==> src/rtl/product_accumulator.sv <==
// product_accumulator: sums a frame of `len` signed products arriving on a
// valid/ready stream and presents the frame sum on a valid/ready output.
// Optional feature macro ACC_SAT_EN: when defined, each add saturates to the
// ACC_W signed range and a sticky ovf flag records any clamp in the frame.
// When undefined, the accumulator wraps modulo 2^ACC_W and ovf is tied 0.
module product_accumulator #(
  parameter int PROD_W = 32,
  parameter int ACC_W  = 40,
  parameter int LEN_W  = 8
) (
  input  logic                     clk,
  input  logic                     rst_n,
  input  logic                     start,
  input  logic [LEN_W-1:0]         len,
  input  logic                     in_valid,
  output logic                     in_ready,
  input  logic signed [PROD_W-1:0] in_product,
  output logic                     out_valid,
  input  logic                     out_ready,
  output logic signed [ACC_W-1:0]  out_sum,
  output logic                     busy,
  output logic                     ovf
);

  typedef enum logic [1:0] {
    IDLE  = 2'd0,
    ACCUM = 2'd1,
    DONE  = 2'd2
  } state_e;

  state_e                   state_q, state_d;
  logic signed [ACC_W-1:0]  acc_q, acc_d;
  logic [LEN_W-1:0]         rem_q, rem_d;
  logic                     accept;

`ifdef ACC_SAT_EN
  logic                     ovf_q, ovf_d;
  logic signed [ACC_W:0]    sum_wide;

  // One guard bit above the accumulator so a single add can never lose its sign.
  function automatic logic signed [ACC_W:0] wide_add(
    input logic signed [ACC_W-1:0]  a,
    input logic signed [PROD_W-1:0] p
  );
    return (ACC_W+1)'(a) + (ACC_W+1)'(p);
  endfunction

  // Overflow shows as the guard bit disagreeing with the accumulator sign bit.
  function automatic logic add_overflowed(input logic signed [ACC_W:0] s);
    return s[ACC_W] != s[ACC_W-1];
  endfunction

  // Clamp toward the side given by the true (guard-bit) sign.
  function automatic logic signed [ACC_W-1:0] saturate(input logic signed [ACC_W:0] s);
    if (!add_overflowed(s))
      return s[ACC_W-1:0];
    else if (s[ACC_W])
      return {1'b1, {(ACC_W-1){1'b0}}};
    else
      return {1'b0, {(ACC_W-1){1'b1}}};
  endfunction

  assign sum_wide = wide_add(acc_q, in_product);
  assign ovf      = ovf_q;
`else
  assign ovf      = 1'b0;
`endif

  // Control decodes from registered state only; no path from in_valid/out_ready.
  assign in_ready  = (state_q == ACCUM);
  assign out_valid = (state_q == DONE);
  assign busy      = (state_q != IDLE);
  assign out_sum   = acc_q;
  assign accept    = in_valid && (state_q == ACCUM);

  // Next-state, accumulator and remaining-count logic.
  always_comb begin
    state_d = state_q;
    acc_d   = acc_q;
    rem_d   = rem_q;
`ifdef ACC_SAT_EN
    ovf_d   = ovf_q;
`endif
    unique case (state_q)
      IDLE: begin
        if (start) begin
          acc_d = '0;
`ifdef ACC_SAT_EN
          ovf_d = 1'b0;
`endif
          if (len == '0) begin
            state_d = DONE;
          end else begin
            rem_d   = len;
            state_d = ACCUM;
          end
        end
      end
      ACCUM: begin
        if (accept) begin
`ifdef ACC_SAT_EN
          acc_d = saturate(sum_wide);
          if (add_overflowed(sum_wide))
            ovf_d = 1'b1;
`else
          acc_d = acc_q + ACC_W'(in_product);
`endif
          rem_d = rem_q - LEN_W'(1);
          if (rem_q == LEN_W'(1))
            state_d = DONE;
        end
      end
      DONE: begin
        if (out_ready)
          state_d = IDLE;
      end
      default: state_d = IDLE;
    endcase
  end

  // State and datapath registers with synchronous active-low reset.
  always_ff @(posedge clk) begin
    if (!rst_n) begin
      state_q <= IDLE;
      acc_q   <= '0;
      rem_q   <= '0;
`ifdef ACC_SAT_EN
      ovf_q   <= 1'b0;
`endif
    end else begin
      state_q <= state_d;
      acc_q   <= acc_d;
      rem_q   <= rem_d;
`ifdef ACC_SAT_EN
      ovf_q   <= ovf_d;
`endif
    end
  end

endmodule

==> config.mk <==
export PLATFORM = sky130hd
export DESIGN_NAME = product_accumulator
export DESIGN_NICKNAME = d
export VERILOG_FILES = /design/src/rtl/product_accumulator.sv
export SDC_FILE = /design/constraint.sdc
export NUM_CORES = 1
export LEC_CHECK = 0
export ABC_AREA = 1
export CORE_MARGIN = 4
export CORE_UTILIZATION = 30
export CTS_CLUSTER_SIZE = 28
export DETAILED_ROUTE_END_ITERATION = 6
export GPL_ROUTABILITY_DRIVEN = 1
export MAX_ROUTING_LAYER = met4
export PLACE_DENSITY_LB_ADDON = 0.15
export SLEW_MARGIN = 5
export SYNTH_ARGS = -nofsm -noshare
export SYNTH_HDL_FRONTEND = slang
export SYNTH_SLANG_ARGS = --single-unit
==> constraint.sdc <==
create_clock -name clk -period 3 [get_ports clk]
set_clock_uncertainty 0.05 [all_clocks]
set_input_delay 0.6 -clock clk [delete_from_list [all_inputs] [get_ports clk]]
set_output_delay 0.6 -clock clk [all_outputs]
set_load 0.05 [all_outputs]
* Word-level counts from Yosys, hierarchy flattened *
Index checks and enable logic that the tools add are counted.

operators by class
  add/subtract/negate cells = 2
  multipliers = 0
  divide/modulo/power cells = 0
  $lt $le $gt $ge = 0
  equality and inequality tests = 8
  shift-type cells = 0
  muxes and demuxes = 13
  bitwise operators = 0
  reductions and logical operators = 8

operator list
  kind                                                   count
  2-to-1 mux 40 bit                                      2
  one-hot mux 40 bit (2 select lines)                    1
  adder 40 x 32 -> 40 bit                                1
  2-to-1 mux 8 bit                                       3
  one-hot mux 8 bit (2 select lines)                     1
  2-to-1 mux 2 bit                                       5
  equality test 8 x 1 -> 1 bit, second input constant    1
  zero test 8 bit                                        1
  AND reduction 4 bit                                    2
  subtractor 8 x 1 -> 8 bit, second input constant       1
  inequality test 2 x 1 -> 1 bit, second input constant  3
  one-hot mux 2 bit (3 select lines)                     1
  inequality test 2 bit, second input constant           2
  nonzero test 2 bit                                     2
  AND reduction 3 bit                                    1
  equality test 2 x 1 -> 1 bit, second input constant    1
  equality test 2 bit, second input constant             1
  zero test 2 bit                                        1
  logical AND 1 bit                                      1

word-level totals
  register bits = 50
  latch bits = 0
  bits in writable memories = 0
  memory bits (read-only) = 0
  word-level logic and storage cells = 34
  memories kept = 0

* Longest topological paths before layout *
  depth after elaboration = 4
  depth in mapped cells = 14
  mapped depth without buffers = 14

* Least setup slack after synthesis *
No wires, ideal clock.

  path type = input port to flip-flop
  start point = input port in_product[0]
  end point = register acc_q[12] (netlist: out_sum[12])
  arrival time = 2.117 ns
  data required time = 2.818 ns
  setup slack = 0.701 ns
  stages = 11
  path buffers = 0
  cell sequence = ha_1 > fa_1 > nand3_1 > nand3_1 > nand2_1 > nand3_1 > nand2_1 > nand2_1 > or2_2 > nand3_1 > a21oi_1

on the way
  cells in the longest elaborated chain, start to end = 3

ends and longest elaborated chain
  what                                 line  RTL
  start: declaration                   17    input logic signed [PROD_W-1:0] in_product,
  adder 40 x 32 -> 40 bit              106   acc_d = acc_q + ACC_W'(in_product);
  2-to-1 mux 40 bit                    100   if (accept) begin
  one-hot mux 40 bit (2 select lines)  84    unique case (state_q)
  end signal: assignment               125   acc_q <= '0;
  end signal: assignment               132   acc_q <= acc_d;
  end: declaration                     32    logic signed [ACC_W-1:0] acc_q, acc_d;

Every way passes these cells. The select of a mux whose other input is x is not followed.
A chain may end at the register's enable or synchronous reset.

* Worst setup path in the final report *
  start point = input port in_product[0]
  end point = register acc_q[32] (netlist: out_sum[32])

The elaborated chain is that of the path after synthesis.

==> flow_metrics.py <==
metrics = {
    "place": {
        "dpl.hpwl_mm": 12.9,
        "portBuffers": 87,
        "dp_slack_ns": 0.117,
        "gp_congestion": 0.883,
    },
    "logic_synthesis": {
        "syn_avg_cell_area_um2": 5.61,
        "netlist_area_um2": 4920,
        "seq_area_frac_synth_pct": 20.4,
        "synth.most_common_cell": "nand2_1",
        "synth_area_leaders": "nand2_1 (24%), dfxtp_1 (20%), ha_1 (10%)",
        "ys_warn_count": 0,
        "postSynthCellCount": 876,
        "synth-seq-cells": 50,
        "synth.net_count": 963,
        "synth_commonest_cells": "nand2_1 (313), inv_1 (123), nor2_1 (92), a21oi_1 (81), nand3_1 (67)",
        "netlist.area_leader.share_pct": 23.9,
        "synth-async-reset-ratio_pct": 0,
        "ys_types": 34,
        "synthFlopType": "dfxtp_1",
        "synth-edff-count": 0,
        "synth_top_cell_by_area": "nand2_1",
    },
    "clocking": {
        "htreeDepth": 2,
        "cts_num_sinks": 50,
        "postCtsHoldBufs": 0,
        "ctsResizeCount": 0,
        "cts_tree": "yes",
        "cts_buffers": 5,
        "clk_latency_ns": 0.31,
        "cts_setup_buffers": 0,
        "clockBufferDepth": 2,
        "cts_root_buf": "clkbuf_16",
        "clk_pin_slew_worst_paths_ns": 0.08,
    },
    "grt": {
        "overflow": 0,
        "grt_pass1_vias": 5292,
        "grt_max_degree": 40,
        "grt_pass1_wl_mm": 26.4,
        "grt_antenna_before_repair": 0,
        "grt_use_total_pct": 18.4,
    },
    "setup_path": {
        "crit_path_end_kind": "register",
        "ff2ff_path_depth": 12,
        "crit_arrival_ns": 2.77,
        "r2r-start": "out_sum[12]",
        "r2r_setup_slack_ns": 0.79,
        "reg2reg_to": "out_sum[35]",
        "required_ns": 3.20,
        "cp_max_fo": 4,
        "startpoint_type": "input pin",
        "path_class": "input pin to register",
    },
    "flow_run": {
        "maxCapViolCount": 0,
    },
    "floorplanning": {
        "dieArea_um2": 18500,
        "core-area_um2": 15900,
        "num_io_pins": 89,
        "die_x_um": 136,
        "die_h_um": 136,
        "start_util_pct": 30.8,
        "fp-row-count": 46,
    },
    "status": {
        "status": "completed",
    },
    "detailed_routing": {
        "viasPerCell": 4.58,
        "vias": 5477,
        "drt-pass1-iter-count": 6,
        "wl_per_cell_um": 13.5,
        "drt-total-wl_mm": 16.1,
        "drt_iter0_drc": 306,
        "antenna_left": 0,
        "drc_errors": 0,
    },
    "timing": {
        "period_share_pct": 85.8,
        "max_freq_mhz": 388,
        "report.final.hold_viol_count": 0,
        "tightest_slew_ns": 0.550,
        "fin_tns_setup_ns": 0,
        "period_needed_ns": 2.57,
        "setup_ws_ns": 0.426,
        "slew_headroom_pct": 63.3,
        "setup_viol": 0,
        "slew_violations": 0,
        "rsz0062_at_grt": "no",
    },
    "final_layout": {
        "n_fill_cell": 1795,
        "syn_to_final_growth_pct": 28.9,
        "final_layout_size_suffix_gt1_share_pct": 5.41,
        "fin_nets": 1065,
        "diodes": 0,
    },
    "hold_path": {
        "min-delay-start": "out_sum[29]",
        "hold_depth": 2,
        "hp-class": "register to register",
        "min_to": "out_sum[29]",
    },
    "power": {
        "p_leak_uw": 0.00310,
        "p_per_area_nw_per_um2": 420,
        "ir_drop_mv": 0.220,
    },
}
==> layer usage <==
layer	GRT usage (%)	wire length (µm)	up-vias	share of wire (%)
met5	-	0	-	0
met2	29.2	7120	114	44
met3	3.59	868	10	5.4
met4	3.58	167	0	1.0
met1	24.4	7940	2378	49
li1	-	-	2975	-
==> critical path: stages <==
cell and delay, ns:
clkdlybuf4s50_1 0.43, ha_1 0.26, fa_1 0.39, nand3_1 0.08, nand3_1 0.15, nand2_1 0.09
nand3_1 0.12, nand2_1 0.09, nand2_1 0.13, nand2_1 0.12, nand2_1 0.05, nand2_1 0.06
nand3_1 0.06, a21oi_1 0.12
==> how the worst max path moves through the flow <==
stage                         startpoint          end  slack [ns]
after global placement    in_product[12]  out_sum[35]        0.09
after CTS                     state_q[0]     in_ready        0.44
after floorplan            in_product[0]  out_sum[12]        0.70
final                      in_product[0]  out_sum[32]        0.43
after detailed placement   in_product[0]  out_sum[32]        0.12
after global routing      in_product[31]  out_sum[36]        0.21
==> power breakdown <==
part | internal (µW) | switching (µW) | leakage (µW) | total [µW]
combinational | 432 | 737 | 0.00262 | 1170
sequential | 727 | 60.8 | 0.000408 | 788
clock | 395 | 312 | 0.0000760 | 707
total | 1550 | 1110 | 0.00310 | 2660
==> through the flow <==
step | util (%) | instances | area [µm²] | hold slack, ns | total power, µW
after floorplan | - | 876 | 4920 | 0.420 | 1590
after global placement | 38.7 | 1187 | 6170 | 0.425 | 1980
after detailed placement | 38.7 | 1187 | 6170 | 0.427 | 1970
after CTS | 39.8 | 1195 | 6340 | 0.439 | 2690
after global routing | 39.8 | 1195 | 6340 | 0.453 | 2850
final | 39.8 | 1195 | 6340 | 0.434 | 2660
==> area by class of cell <==
type	count	area, µm²	share of cell area [%]
Clock buffer	5	125	1.97
Clock inverter	3	45.0	0.711
Inverter	127	477	7.52
Multi-Input combinational cell	684	3350	52.9
Sequential cell	50	1000	15.8
Tap cell	216	270	4.26
Timing Repair Buffer	110	1070	16.9
==> placed cells by master, fill, tap and decap left out, drive strengths merged, types with 3 or more instances in the layout <==
cell type	netlist	final
a21boi	8	8
a21oi	81	81
buf	10	23
clkbuf	5	5
clkdlybuf4s50	0	87
dfxtp	50	50
ha	41	41
inv	126	126
nand2	314	314
nand3	67	67
nand3b	6	6
nor2	95	95
nor3	7	7
o21ai	33	33
o21bai	3	3
or2	14	14
xor2	3	3
==> logic make-up after synthesis <==
family | Yosys count | share of synthesized area [%]
flops | 50 | 20.4
other cells | 1 | 0.0763
buf+inv | 142 | 11.5
simple gates | 507 | 42.3
fa+ha+maj | 42 | 10.8
xor+xnor | 4 | 0.713
compound gates | 130 | 14.2
==> flip-flops by register name, summed over array words and instances, names as in the netlist <==
register	count
state_q	2
out_sum	40
rem_q	8
Note: power is estimated with default switching activity, not from simulation.
